--- config.mk ---
export PLATFORM = sky130hd
export DESIGN_NAME = rg_weighted_sampler
export DESIGN_NICKNAME = d
export VERILOG_FILES = /design/src/rtl/rg_weighted_sampler.sv
export SDC_FILE = /design/constraint.sdc
export NUM_CORES = 1
export LEC_CHECK = 0
export ABC_AREA = 1
export BUFFER_PORTS_ARGS = -buffer_cell sky130_fd_sc_hd__buf_2
export CAP_MARGIN = 20
export CORE_MARGIN = 3
export CORE_UTILIZATION = 45
export CTS_CLUSTER_SIZE = 24
export DETAILED_ROUTE_END_ITERATION = 16
export PLACE_DENSITY_LB_ADDON = 0.15
export RECOVER_POWER = 50
export SLEW_MARGIN = 10
export SYNTH_ARGS = -nofsm -noshare
export SYNTH_HDL_FRONTEND = slang
export SYNTH_SLANG_ARGS = --single-unit
--- constraint.sdc ---
create_clock -name clk -period 6 [get_ports clk]
set_input_delay 0.6 -clock clk [delete_from_list [all_inputs] [get_ports clk]]
set_output_delay 0.6 -clock clk [all_outputs]
set_load 0.05 [all_outputs]
--- src/rtl/rg_weighted_sampler.sv ---
// Categorical sampler: draws num_samples symbols from NUM_SYM integer weights
// using a seedable 32-bit Galois LFSR, streamed out over valid/ready.
module rg_weighted_sampler #(
  parameter int unsigned NUM_SYM = 4,
  parameter int unsigned PROB_W  = 10,
  parameter int unsigned CNT_W   = 16,
  parameter logic [31:0] SEED    = 32'hACE1_2468,
  localparam int unsigned SYM_W  = ($clog2(NUM_SYM) > 1) ? $clog2(NUM_SYM) : 1
) (
  input  logic                      clk,
  input  logic                      reset,
  input  logic                      seed_load,
  input  logic [31:0]               seed_in,
  input  logic                      start,
  input  logic [CNT_W-1:0]          num_samples,
  input  logic [NUM_SYM*PROB_W-1:0] probs,
  output logic                      busy,
  output logic                      done,
  output logic                      err_zero_sum,
  output logic                      out_valid,
  input  logic                      out_ready,
  output logic [SYM_W-1:0]          out_sym,
  output logic [CNT_W-1:0]          out_idx
);

  localparam int unsigned SUM_W     = PROB_W + $clog2(NUM_SYM);
  localparam logic [31:0] LFSR_MASK = 32'h8020_0003;

  localparam logic [1:0] S_IDLE = 2'd0;
  localparam logic [1:0] S_SUM  = 2'd1;
  localparam logic [1:0] S_RUN  = 2'd2;
  localparam logic [1:0] S_FIN  = 2'd3;

  logic [1:0]                state;
  logic [31:0]               lfsr;
  logic [31:0]               lfsr_next;
  logic [NUM_SYM*PROB_W-1:0] probs_q;
  logic [CNT_W-1:0]          n_q;
  logic [CNT_W-1:0]          remaining;
  logic [SUM_W-1:0]          total_q;
  logic [NUM_SYM*SUM_W-1:0]  pre_q;
  logic [NUM_SYM*SUM_W-1:0]  pre_c;
  logic [SUM_W-1:0]          sum_acc;
  logic [SUM_W-1:0]          total_c;
  logic [16+SUM_W-1:0]       prod;
  logic [SUM_W-1:0]          r;
  logic [SYM_W-1:0]          sym_c;
  logic                      sym_found;
  logic                      load;

  always_comb begin
    sum_acc = '0;
    pre_c   = '0;
    for (int unsigned i = 0; i < NUM_SYM; i++) begin
      sum_acc = sum_acc + SUM_W'(probs_q[i*PROB_W +: PROB_W]);
      pre_c[i*SUM_W +: SUM_W] = sum_acc;
    end
    total_c = sum_acc;
  end

  assign lfsr_next = {1'b0, lfsr[31:1]} ^ (lfsr[0] ? LFSR_MASK : '0);

  // r = (lfsr[31:16] * total) >> 16 always lies in 0..total-1
  assign prod = {{SUM_W{1'b0}}, lfsr[31:16]} * {16'd0, total_q};
  assign r    = SUM_W'(prod >> 16);

  // Lowest symbol whose prefix sum exceeds r; zero weights never win
  always_comb begin
    sym_c     = '0;
    sym_found = 1'b0;
    for (int unsigned i = 0; i < NUM_SYM; i++) begin
      if (!sym_found && (r < pre_q[i*SUM_W +: SUM_W])) begin
        sym_c     = SYM_W'(i);
        sym_found = 1'b1;
      end
    end
  end

  assign load = (state == S_RUN) && (!out_valid || out_ready) && (remaining != '0);

  always_ff @(posedge clk or negedge reset) begin
    if (!reset) begin
      state        <= S_IDLE;
      lfsr         <= SEED;
      probs_q      <= '0;
      n_q          <= '0;
      remaining    <= '0;
      total_q      <= '0;
      pre_q        <= '0;
      busy         <= 1'b0;
      done         <= 1'b0;
      err_zero_sum <= 1'b0;
      out_valid    <= 1'b0;
      out_sym      <= '0;
      out_idx      <= '0;
    end else begin
      done <= 1'b0;
      case (state)
        S_IDLE: begin
          if (seed_load) lfsr <= (seed_in == '0) ? SEED : seed_in;
          if (start) begin
            probs_q      <= probs;
            n_q          <= num_samples;
            err_zero_sum <= 1'b0;
            state        <= S_SUM;
          end
        end
        S_SUM: begin
          busy      <= 1'b1;
          total_q   <= total_c;
          pre_q     <= pre_c;
          remaining <= n_q;
          if (total_c == '0) begin
            err_zero_sum <= 1'b1;
            state        <= S_FIN;
          end else if (n_q == '0) begin
            state <= S_FIN;
          end else begin
            state <= S_RUN;
          end
        end
        S_RUN: begin
          if (load) begin
            out_valid <= 1'b1;
            out_sym   <= sym_c;
            out_idx   <= n_q - remaining;
            remaining <= remaining - CNT_W'(1);
            lfsr      <= lfsr_next;
          end else if (out_valid && out_ready && (remaining == '0)) begin
            out_valid <= 1'b0;
            state     <= S_FIN;
          end
        end
        S_FIN: begin
          done  <= 1'b1;
          busy  <= 1'b0;
          state <= S_IDLE;
        end
        default: state <= S_IDLE;
      endcase
    end
  end

endmodule

Word-level counts from Yosys, hierarchy flattened
Index checks and enable logic that the tools add are counted.
{ "totals": {"register_bits": 186, "inputBits": 93, "output_inout_bits": 22, "wordCells": 89} }
{ "op_classes": {"n_addsub": 5, "n_mul": 1, "magnitude_cmp": 4, "n_eq_ne": 9, "mux": 26, "bitwise_logic": 1, "n_reduce_logical": 30} }
{ "ops": {"columns": ["operator", "n"], "rows": [
  ["32-bit 2-to-1 mux", 4],
  ["32-bit case mux with 2 select lines", 1],
  ["12-bit < comparator", 3],
  ["16-bit zero test", 2],
  ["32-bit zero test", 1],
  ["16-bit case mux with 2 select lines", 1],
  ["31-bit by 32-bit bitwise XOR with 32-bit output", 1],
  ["16-bit by 12-bit multiplier with 28-bit output", 1],
  ["16-bit 2-to-1 mux", 1],
  ["16-bit nonzero test", 1],
  ["16-bit by 1-bit subtractor with 16-bit output, second input constant", 1],
  ["16-bit subtractor", 1],
  ["11-bit by 10-bit adder with 12-bit output", 1],
  ["12-bit by 10-bit adder with 12-bit output", 1],
  ["12-bit zero test", 1],
  ["12-bit by 10-bit < comparator with 1-bit output", 1],
  ["10-bit by 10-bit adder with 11-bit output", 1],
  ["1-bit 2-to-1 mux", 11],
  ["2-bit 2-to-1 mux", 5],
  ["2-bit inequality test, second input constant", 5],
  ["2-bit nonzero test", 5],
  ["3-bit AND reduction", 3],
  ["2-bit case mux with 4 select lines", 1],
  ["2-bit AND reduction", 4],
  ["other kinds (8)", 19]
]} }

Logic depth before layout (Yosys ltp)
Gate-level depths: netlist (run 1).
{ "depth": {"word_depth": 12, "ltp_mapped": 35} }

Least setup slack after synthesis (run 1)
No wires, ideal clock.
{ "synth_path": {"path_type": "register -> register", "startpoint": "register total_q[5]", "endpoint": "register out_sym[1]", "arrival_time_ns": 6.130, "required_time_ns": 5.882, "setup_slack_ns": -0.248, "path_stages_with_launch": 31, "n_path_buf": 2, "period_less_slack_ns": 6.248, "path_cell_list": "dfrtp_1 clkbuf_1 clkbuf_1 nand2_1 fa_1 inv_1 fa_1 inv_1 fa_1 inv_1 fa_1 inv_1 fa_1 inv_1 ha_1 a21o_1 a21oi_1 nand2_1 or2_2 a21oi_1 o21bai_1 xor2_1 ha_1 a21oi_1 or2_2 o2111ai_1 inv_1 nand2_1 nand2_1 nand3_1 nand2_1"} }
{ "synth_between": {"elab_chain_len": 12, "elab_cells_between_ends": 16} }
{ "synth_lines": {"columns": ["element", "line", "rtl"], "rows": [
  ["start, declared", "40", "logic [SUM_W-1:0] total_q;"],
  ["start signal, assigned", "110", "total_q <= total_c;"],
  ["16-bit by 12-bit multiplier with 28-bit output (*)", "64", "assign prod = {{SUM_W{1'b0}}, lfsr[31:16]} * {16'd0, total_q};"],
  ["12-bit by 10-bit < comparator with 1-bit output", "72", "if (!sym_found && (r < pre_q[i*SUM_W +: SUM_W])) begin"],
  ["1-bit 2-to-1 mux", "72", null],
  ["1-bit zero test", "72", null],
  ["1-bit logical AND", "72", null],
  ["1-bit 2-to-1 mux", "72", null],
  ["1-bit zero test", "72", null],
  ["1-bit logical AND", "72", null],
  ["1-bit 2-to-1 mux", "72", null],
  ["1-bit zero test", "72", null],
  ["1-bit logical AND", "72", null],
  ["2-bit 2-to-1 mux (*)", "72", null],
  ["end signal, assigned", "125", "out_sym <= sym_c;"],
  ["end, declared", "22", "output logic [SYM_W-1:0] out_sym,"]
]} }
Every way passes the cells marked *; elsewhere a longest branch is shown, timed or not.
A chain may end at the register's enable or synchronous reset.

Worst setup path in the final report (run 1)
{ "layout_path": {"startpoint": "register lfsr[29]", "endpoint": "register out_sym[1]"} }
{ "layout_between": {"elab_chain_len": 12, "elab_cells_between_ends": 16} }
{ "layout_lines": {"columns": ["element", "line", "rtl"], "rows": [
  ["start, declared", "35", "logic [31:0] lfsr;"],
  ["start signal, assigned", "100", "if (seed_load) lfsr <= (seed_in == '0) ? SEED : seed_in;"],
  ["start signal, assigned", "128", "lfsr <= lfsr_next;"],
  ["16-bit by 12-bit multiplier with 28-bit output (*)", "64", null],
  ["12-bit by 10-bit < comparator with 1-bit output", "72", null],
  ["1-bit 2-to-1 mux", "72", null],
  ["1-bit zero test", "72", null],
  ["1-bit logical AND", "72", null],
  ["1-bit 2-to-1 mux", "72", null],
  ["1-bit zero test", "72", null],
  ["1-bit logical AND", "72", null],
  ["1-bit 2-to-1 mux", "72", null],
  ["1-bit zero test", "72", null],
  ["1-bit logical AND", "72", null],
  ["2-bit 2-to-1 mux (*)", "72", null]
]} }
Marks and branches as above.

==> impl_metrics.tcl, run 1 <==
set metrics [dict create \
    htree_levels 4 \
    fin_ws_ns -0.0362 \
    synth-async-reset-ratio_pct 100 \
    cpMaxStageDelayCell "dfstp_2" \
    cp_max_fo 4 \
    slew_headroom_pct -80.2 \
    antenna_found_initial 1 \
    reg2reg_depth 29 \
    die_w_um 198 \
    rsz0062_at_grt "yes" \
    regToRegEndpoint "out_sym[1]" \
    avgSynthCellArea_um2 7.66 \
    cp-end-kind "flip-flop" \
    drt_first_pass_iters 5 \
    cap_violations 3 \
    worst_slew_pin_slew_ns 2.70 \
    synth_area_um2 16600 \
    grt_pass1_vias 14300 \
    post-dp-hpwl_um 32800 \
    port_buffers 114 \
    grt_usage_pct 22.3 \
    preCtsSetupSlack_ns -0.484 \
    ys_warn_count 0 \
    diodes 0 \
    max_stage_delay_ns 0.56 \
    fmax_mhz 166 \
    final_max_slew_viol_count 190 \
    final.period_utilization_pct 101 \
    initialDrtViolationCount 762 \
    cts.sinks 173 \
    clockRootBuffer "clkbuf_16" \
    grt_overflow_total 0 \
    start_util_pct 46.1 \
    cts_max_path_buffers 2 \
    drc 0 \
    via_per_inst 5.01 \
    clkLatencyLatePin_ns 0.45 \
    crit_required_ns 6.39 \
    cts_made_buffers 17 \
    cp-start-kind "flip-flop" \
    die-area_um2 39200 \
    die_h_um 198 \
    synthTopCellsByArea "dfrtp_1, fa_1, nand2_1" \
    min_path_cells 3 \
    grt_max_degree 75 \
    fp.coreArea_um2 35900 \
    place_congestion 0.861 \
    yosys.area.top_type_share_pct 24.2 \
    skew_ns 0.0114 \
    holdPathEnd "probs_q[27]" \
    cts_tree "built" \
    outcome "complete, but fails checks" \
    pin_count 115 \
    reg2reg_from "lfsr[29]" \
    seq_area_frac_synth_pct 26.2 \
    multi_input_area_um2 10900 \
    nFillCells 3482 \
    area.growth.synth_to_final_pct 18.7 \
    fin_util_pct 54.8 \
    routedWlPerCell_um 15.0 \
    synth_edf_count 0 \
    criticalPathCategory "flip-flop to flip-flop" \
    critical_path_arrival_ns 6.42 \
    synthCells 2162 \
    final_antenna_net_count 0 \
    finalCriticalPeriod_ns 6.04 \
    final_hold_viol_count 0 \
    nets 2735 \
    reg2reg_slack_ns -0.04 \
    holdCritPathClass "input port to flip-flop" \
    drt_wl_total_um 42200 \
    synth_ff_type "dfrtp_1" \
    hp-start "probs[27]" \
    rows 69 \
    hold_buffers 0 \
    clk_pin_slew_ns 0.07 \
    ys_seq_elements 173 \
    drive_gt1_share_pct 18.4 \
    yosys.area.top_type "dfrtp_1" \
    grt_pass1_wl_um 70800 \
    num_vias 14100 \
    synth_nets 2551 \
    violations "capacitance limit, slew limit, setup timing" \
    synth_cell_types 51 \
    regArea_um2 4360 \
    setup_viol 2 \
]
per-layer routing:
layer  wire length [µm]  track usage, %
met1              19500            30.8
met4                710            5.85
met5                 13               0
met3               1530            2.74
met2              20500            37.6
kinds of logic (layout without fill, tap and decap cells):
kind of cell	Yosys count	after routing	synth area share, %
AND/OR/NAND/NOR	879	879	21.4
buffers and inverters	483	680	11.1
adder cells (fa/ha/maj)	296	296	28.8
AO/OA/AOI/OAI	284	284	9.87
flip-flops	173	173	26.2
XOR/XNOR	47	47	2.48
stage by stage:
step / hold slack [ns] / TNS (ns) / instance area (µm²) / std cells
2_1_floorplan: 0.304 / 0 / 16600 / 2162
3_3_place_gp: 0.460 / -0.787 / 18200 / 2748
3_5_place_dp: 0.464 / -0.958 / 18200 / 2748
4_1_cts: 0.0606 / 0 / 19500 / 2815
5_1_grt: 0.334 / -0.636 / 19700 / 2820
6_report: 0.337 / -0.0529 / 19700 / 2820
worst max-delay path by stage:
stage | start | endpoint | cells past startpoint
floorplan | lfsr[22] | out_sym[1] | 28
finish | lfsr[29] | out_sym[1] | 29
detailed placement | total_q[8] | out_sym[1] | 27
global route | lfsr[29] | out_sym[1] | 29
CTS | lfsr[29] | out_sym[1] | 28
global placement | total_q[8] | out_sym[0] | 29
flip-flops by register name, summed over array words and instances (netlist names), 2 cells and up:
register   flops
state          2
remaining     16
lfsr          32
out_idx       16
total_q       12
pre_q         33
n_q           16
out_sym        2
probs_q       40
synth_stat cells (all sizes together) (2+ instances only):
cell type / instances
a211oi: 4
a21o: 7
a21oi: 86
a22oi: 2
a31oi: 25
buf: 14
clkbuf: 72
dfrtp: 160
dfstp: 13
fa: 143
ha: 153
inv: 397
nand2: 669
nand3: 57
nand3b: 4
nand4: 12
nor2: 89
nor3: 21
nor4: 16
o2111ai: 2
o211ai: 6
o21a: 3
o21ai: 123
o21bai: 5
o221ai: 2
o31ai: 14
or2: 11
xnor2: 21
xor2: 26
layout by cell type, fill, tap and decap left out, drive strengths merged, types with 2 or more instances in the layout:
cell,Yosys,layout
dfrtp,160,160
o221ai,2,2
or2,11,11
clkbuf,72,27
o211ai,6,6
nand3,57,57
clkinv,0,5
dfstp,13,13
nor2,89,89
nand4,12,12
nor4,16,16
buf,14,243
a22oi,2,2
o31ai,14,14
a211oi,4,4
xnor2,21,21
nand3b,4,4
nor3,21,21
a21oi,86,86
o21a,3,3
o21ai,123,123
inv,397,401
fa,143,143
o2111ai,2,2
a21o,7,7
xor2,26,26
o21bai,5,5
clkinvlp,0,4
ha,153,153
nand2,669,669
a31oi,25,25
worst max-delay path, delay by kind of cell (launching register included):
family | cells | cell delay, ns
XOR/XNOR | 1 | 0.14
adder cells (fa/ha/maj) | 7 | 3.04
flip-flops | 1 | 0.56
buffers and inverters | 7 | 0.59
AND/OR/NAND/NOR | 11 | 1.17
AO/OA/AOI/OAI | 3 | 0.48
timing repair:
action	4_1_cts	5_1_grt
pin swaps	98	31
resized for setup	110	25
buffers inserted	35	5
setup endpoints to repair	2	2
final cells by class:
| class | instances | area share [%] |
|---|---|---|
| Inverter | 397 | 7.59 |
| Tap cell | 461 | 2.93 |
| Timing Repair Buffer | 251 | 8.86 |
| Clock inverter | 13 | 0.547 |
| Clock buffer | 19 | 2.30 |
| Sequential cell | 173 | 22.2 |
| Multi-Input combinational cell | 1506 | 55.6 |
Power of run 1 is left out: the tool's default activity adds up to more than one toggle a clock period on the data nets, which glitch-free logic cannot reach.
==> inputs of run 2 (changes only) <==
Settings changed: BUFFER_PORTS_ARGS -buffer_cell sky130_fd_sc_hd__buf_2 to -buffer_cell sky130_fd_sc_hd__clkbuf_2.
==> run 2 against run 1 <==
Effect of this change:
- first-iteration DRC count grew 17%
- clock-buffer cell count grew 1
- register-to-register slack lost 0.08 ns
- the run still ends with capacitance limit, slew limit, setup timing left
- wire length grew 0.97%
- highest routed layer unchanged
- global-route usage grew 0.15 points
- worst hold slack gained 0.014 ns
- final cell count grew 0.74%
==> impl_metrics.tcl, run 2 (same netlist as run 1, synthesis figures left out) <==
set metrics [dict create \
    outcome "complete, but fails checks" \
    violations "capacitance limit, slew limit, setup timing" \
    cap_violations 2 \
    htree_levels 4 \
    drc 0 \
    die-area_um2 39200 \
    grt_overflow_total 0 \
    grt_pass1_wl_um 71700 \
    crit_required_ns 6.38 \
    rows 69 \
    fp.coreArea_um2 35900 \
    grt_pass1_vias 14700 \
    reg2reg_depth 28 \
    cpMaxStageDelayCell "dfstp_2" \
    cp-end-kind "flip-flop" \
    antenna_found_initial 1 \
    drive_gt1_share_pct 18.1 \
    via_per_inst 5.05 \
    initialDrtViolationCount 895 \
    pin_count 115 \
    reg2reg_from "lfsr[23]" \
    routedWlPerCell_um 15.0 \
    multi_input_area_um2 10900 \
    cts_tree "built" \
    final_max_slew_viol_count 174 \
    post-dp-hpwl_um 33100 \
    hold_buffers 0 \
    rsz0062_at_grt "yes" \
    cts_made_buffers 17 \
    die_w_um 198 \
    final.period_utilization_pct 102 \
    grt_usage_pct 22.5 \
    cp-start-kind "flip-flop" \
    regToRegEndpoint "out_sym[1]" \
    port_buffers 114 \
    critical_path_arrival_ns 6.49 \
    num_vias 14400 \
    regMostFlops "probs_q" \
    reg2reg_slack_ns -0.12 \
    fmax_mhz 163 \
    max_stage_delay_ns 0.56 \
    cp_max_fo 6 \
    final_antenna_net_count 0 \
    crit_end "out_sym[1]" \
    skew_ns 0.0183 \
    nFillCells 3388 \
    final_hold_viol_count 0 \
    crit_start "lfsr[23]" \
    grt_max_degree 104 \
    holdCritPathClass "input port to flip-flop" \
    place_congestion 0.870 \
    cpMostUsedCell "fa_1" \
    fin_util_pct 55.3 \
    final_common_cell "nand2_1" \
    clockRootBuffer "clkbuf_16" \
    cts.sinks 173 \
    largest_reg_flops 40 \
    top_regs "probs_q: 40 flops, pre_q: 33 flops, lfsr: 32 flops" \
    diodes 0 \
    nets 2756 \
    die_h_um 198 \
    drt_first_pass_iters 6 \
    clkLatencyLatePin_ns 0.45 \
    drt_wl_total_um 42600 \
    start_util_pct 46.1 \
    finalCriticalPeriod_ns 6.12 \
    clk_pin_slew_ns 0.07 \
    regArea_um2 4360 \
    cts_max_path_buffers 2 \
    fin_ws_ns -0.117 \
    layout_common_cells "nand2_1, inv_1, dfrtp_1" \
    criticalPathCategory "flip-flop to flip-flop" \
    area.growth.synth_to_final_pct 19.8 \
    setup_viol 2 \
    slew_headroom_pct -216 \
    worst_slew_pin_slew_ns 4.74 \
]
==> run 2: changes by cell type in the layout (fill, tap and decap cells not counted), moves of 5 or more <==
cell | previous run | this run
buf_2 | 109 | 0
buf_4 | 113 | 132
clkbuf_1 | 6 | 26
clkbuf_2 | 2 | 91
inv_1 | 372 | 377
inv_2 | 24 | 18
nand2_1 | 653 | 646
nand2_2 | 14 | 20
==> run 2: per-layer routing <==
metal	vias up	track usage [%]	part of all wire (%)
met1	6893	30.7	46
met4	2	6.45	2.4
met3	67	2.57	3.2
li1	7131	-	-
met2	262	38.1	48
met5	-	0	0.030
==> run 2: timing repair <==
item,4_1_cts,5_1_grt
hold endpoints to repair,0,0
buffers inserted,44,6
resized for setup,101,33
setup endpoints to repair,2,2
pin swaps,90,39
==> run 2: per-stage QoR <==
stage          std cells  TNS, ns  cell area [µm²]  hold slack [ns]  setup WS, ns
3_3_place_gp        2760   -0.840            18200            0.459        -0.422
4_1_cts             2835  -0.0611            19700            0.296       -0.0330
3_5_place_dp        2760   -0.968            18200            0.462        -0.492
2_1_floorplan       2162        0            16600            0.304       0.00206
6_report            2841   -0.210            19800            0.350        -0.117
5_1_grt             2841    -9.32            19800            0.347        -0.348
==> run 2: critical path: cells and delay by family, from the launching register on <==
kind | cells | cell delay, ns
and+or+nand+nor | 11 | 1.11
AOI/OAI and AO/OA | 3 | 0.53
DFF | 1 | 0.56
buffers and inverters | 6 | 0.54
xor gates and xnor gates | 1 | 0.13
adders and majority gates | 7 | 3.18
==> run 2: area by class of cell <==
cell class,instances,area share (%)
clock buffer,20,2.20
clock inverter,12,0.700
inverter,397,7.53
multi-input combinational,1506,55.1
sequential,173,22.0
tap,461,2.91
timing repair buffer,272,9.57
==> run 2: worst min-delay path by stage <==
stage	from	end	slack (ns)	cells after the start
2_1_floorplan	reset	busy	0.30	0
3_3_place_gp	pre_q[12]	pre_q[12]	0.46	2
3_5_place_dp	pre_q[12]	pre_q[12]	0.46	2
4_1_cts	reset	probs_q[9]	0.30	1
5_1_grt	probs[30]	probs_q[30]	0.35	3
6_report	probs[37]	probs_q[37]	0.35	3
Power of run 2 is left out for the same reason.
==> inputs of run 3 (changes only) <==
Settings changed: ABC_AREA 1 to unset.
==> run 3 against run 2 <==
Effect of this change:
- the flow still finishes with violations (capacitance limit, slew limit, setup timing)
- sequential share of layout area grew 1.6 points
- register-to-register slack lost 0.61 ns
- wire length shrank 9.8%
- highest routed layer is now met4
- via count shrank 15%
==> impl_metrics.tcl, run 3 <==
set metrics [dict create \
    synth_cell_types 69 \
    critical_path_arrival_ns 7.04 \
    switching_share_pct 33.4 \
    routedWlPerCell_um 16.3 \
    port_buffers 114 \
    vdd_drop_max_mv 0.147 \
    final_hold_viol_count 0 \
    yosysMostFrequentCell "inv_1" \
    worst_slew_pin_slew_ns 2.47 \
    violations "capacitance limit, slew limit, setup timing" \
    place_congestion 0.854 \
    p_total_uw 3460 \
    synth_nets 2100 \
    holdPathEnd "n_q[5]" \
    cts_tree "built" \
    clk_pin_slew_ns 0.07 \
    cts_made_buffers 17 \
    synthTopCellsByArea "dfrtp_1, fa_1, ha_1" \
    top_regs "probs_q: 40 flops, pre_q: 33 flops, lfsr: 32 flops" \
    synth_ff_type "dfrtp_1" \
    post-dp-hpwl_um 30600 \
    die_h_um 193 \
    hold_buffers 0 \
    num_vias 12200 \
    die_w_um 193 \
    drive_gt1_share_pct 21.0 \
    synth-async-reset-ratio_pct 100 \
    antenna_found_initial 0 \
    cp-start-kind "flip-flop" \
    leakage_uw 0.00961 \
    hp-start "num_samples[5]" \
    grt_pass1_wl_um 64100 \
    reg2reg_from "lfsr[21]" \
    cts_max_path_buffers 2 \
    die-area_um2 37200 \
    final_common_cell "inv_1" \
    seqPwrFrac_pct 42.1 \
    fin_util_pct 54.3 \
    regArea_um2 4350 \
    drt_wl_total_um 38500 \
    rsz0062_at_grt "yes" \
    p_comb_share_pct 24.6 \
    htree_levels 4 \
    max_stage_delay_ns 0.63 \
    final.period_utilization_pct 112 \
    slew_headroom_pct -64.7 \
    start_util_pct 46.3 \
    internal_power_uw 2310 \
    cp_max_fo 6 \
    clockRootBuffer "clkbuf_16" \
    regMostFlops "probs_q" \
    cts.sinks 173 \
    synthCells 1711 \
    rows 67 \
    ys_warn_count 0 \
    regToRegEndpoint "out_sym[1]" \
    cp-end-kind "flip-flop" \
    cpMaxStageDelayCell "dfstp_2" \
    clkLatencyLatePin_ns 0.44 \
    avgSynthCellArea_um2 9.18 \
    criticalPathCategory "flip-flop to flip-flop" \
    synth_area_um2 15700 \
    grt_usage_pct 21.8 \
    synth_edf_count 0 \
    switchingPower_uw 1160 \
    multi_input_area_um2 10400 \
    skew_ns 0.0119 \
    pwr-share-clk_pct 33.3 \
    crit_required_ns 6.31 \
    layout_common_cells "inv_1, nand2_1, dfrtp_1" \
    reg2reg_slack_ns -0.73 \
    holdCritPathClass "input port to flip-flop" \
    setup_viol 2 \
    cpMostUsedCell "fa_1" \
    reg2reg_depth 25 \
    fmax_mhz 149 \
    nets 2290 \
    drt_first_pass_iters 5 \
    largest_reg_flops 40 \
    yosys.area.top_type_share_pct 25.5 \
    yosys.area.top_type "dfrtp_1" \
    pin_count 115 \
    initialDrtViolationCount 687 \
    netlist_top_cells_count "inv_1, nand2_1, dfrtp_1, ha_1, fa_1" \
    finalCriticalPeriod_ns 6.73 \
    final_max_slew_viol_count 178 \
    grt_overflow_total 0 \
    diodes 0 \
    via_per_inst 5.15 \
    fin_tns_setup_ns -1.45 \
    area.growth.synth_to_final_pct 17.4 \
    p_per_area_nw_per_um2 188 \
    cap_violations 3 \
    ys_seq_elements 173 \
    fin_ws_ns -0.730 \
    min_path_cells 2 \
    outcome "complete, but fails checks" \
    grt_max_degree 102 \
    nFillCells 3176 \
    final_antenna_net_count 0 \
    drc 0 \
    fp.coreArea_um2 34000 \
    grt_pass1_vias 12600 \
    seq_area_frac_synth_pct 27.7 \
]
## run 3: cell count changes in the layout (fill, tap and decap cells not counted), moves of 21 or more
cell | before | now
and2_1 | 0 | 55
a31oi_1 | 25 | 3
a21oi_1 | 73 | 52
nand3_1 | 51 | 13
inv_1 | 377 | 264
mux2_2 | 0 | 61
nand2_1 | 646 | 243
## run 3: layer usage
metal | up-vias | GRT usage [%] | wire length [µm] | part of all wire (%)
li1 | 5990 | - | - | -
met1 | 5941 | 29.4 | 17600 | 46
met2 | 203 | 37.4 | 19100 | 50
met3 | 34 | 2.82 | 1200 | 3.1
met4 | 0 | 4.74 | 572 | 1.5
met5 | - | 0 | 0 | 0
## run 3: cell families after synthesis
group / share of synthesized area, %
muxes: 5.46
buffers and inverters: 8.07
and+or+nand+nor: 14.1
adders and majority gates: 30.4
DFF: 27.7
AOI/OAI and AO/OA: 11.6
xor gates and xnor gates: 2.62
## run 3: power by group through the flow
| stage | Sequential, µW | Combinational [µW] | Clock [µW] |
|---|---|---|---|
| 6_report | 1460 | 854 | 1150 |
| 3_3_place_gp | 1480 | 811 | 0 |
| 5_1_grt | 1480 | 956 | 1220 |
| 2_1_floorplan | 1540 | 423 | 0 |
| 4_1_cts | 1460 | 860 | 1180 |
| 3_5_place_dp | 1480 | 818 | 0 |
## run 3: timing repair
item | 4_1_cts | 5_1_grt
hold endpoints to repair | 0 | 0
gates resized for setup | 18 | 21
buffers inserted | 9 | 0
setup endpoints to repair | 2 | 2
pin swaps | 13 | 25
## run 3: worst max-delay path by stage
stage	end	start	cells past startpoint
after floorplan	out_sym[1]	lfsr[22]	28
after global placement	out_sym[1]	lfsr[21]	29
after detailed placement	out_sym[1]	lfsr[21]	29
after CTS	out_sym[1]	lfsr[21]	29
after global routing	out_sym[1]	lfsr[23]	27
final	out_sym[1]	lfsr[21]	25
## run 3: area by class of cell
class | instances | area share, %
Sequential cell | 173 | 23.6
Clock inverter | 12 | 0.821
Tap cell | 448 | 3.04
Inverter | 270 | 5.50
Multi-Input combinational cell | 1201 | 56.3
Timing Repair Buffer | 238 | 8.25
Clock buffer | 20 | 2.48
## run 3: critical path, delay by kind of cell (launching register included)
kind                     cells  cell delay [ns]
adder cells (fa/ha/maj)      7             2.85
flip-flops                   1             0.63
AO/OA/AOI/OAI                8             2.00
buffers and inverters        6             0.64
AND/OR/NAND/NOR              3             0.34
XOR/XNOR                     1             0.15
## run 3: stage by stage
step                      hold slack, ns  instance area [µm²]  cells  setup WS, ns
after floorplan                    0.304                15900   1711        -0.465
after global placement             0.463                17600   2321        -0.803
after detailed placement           0.469                17600   2321        -0.946
after CTS                         0.0740                18400   2362        -0.814
after global routing               0.374                18400   2362         -1.04
final                              0.388                18400   2362        -0.730
(Power assumes the default switching activity.)
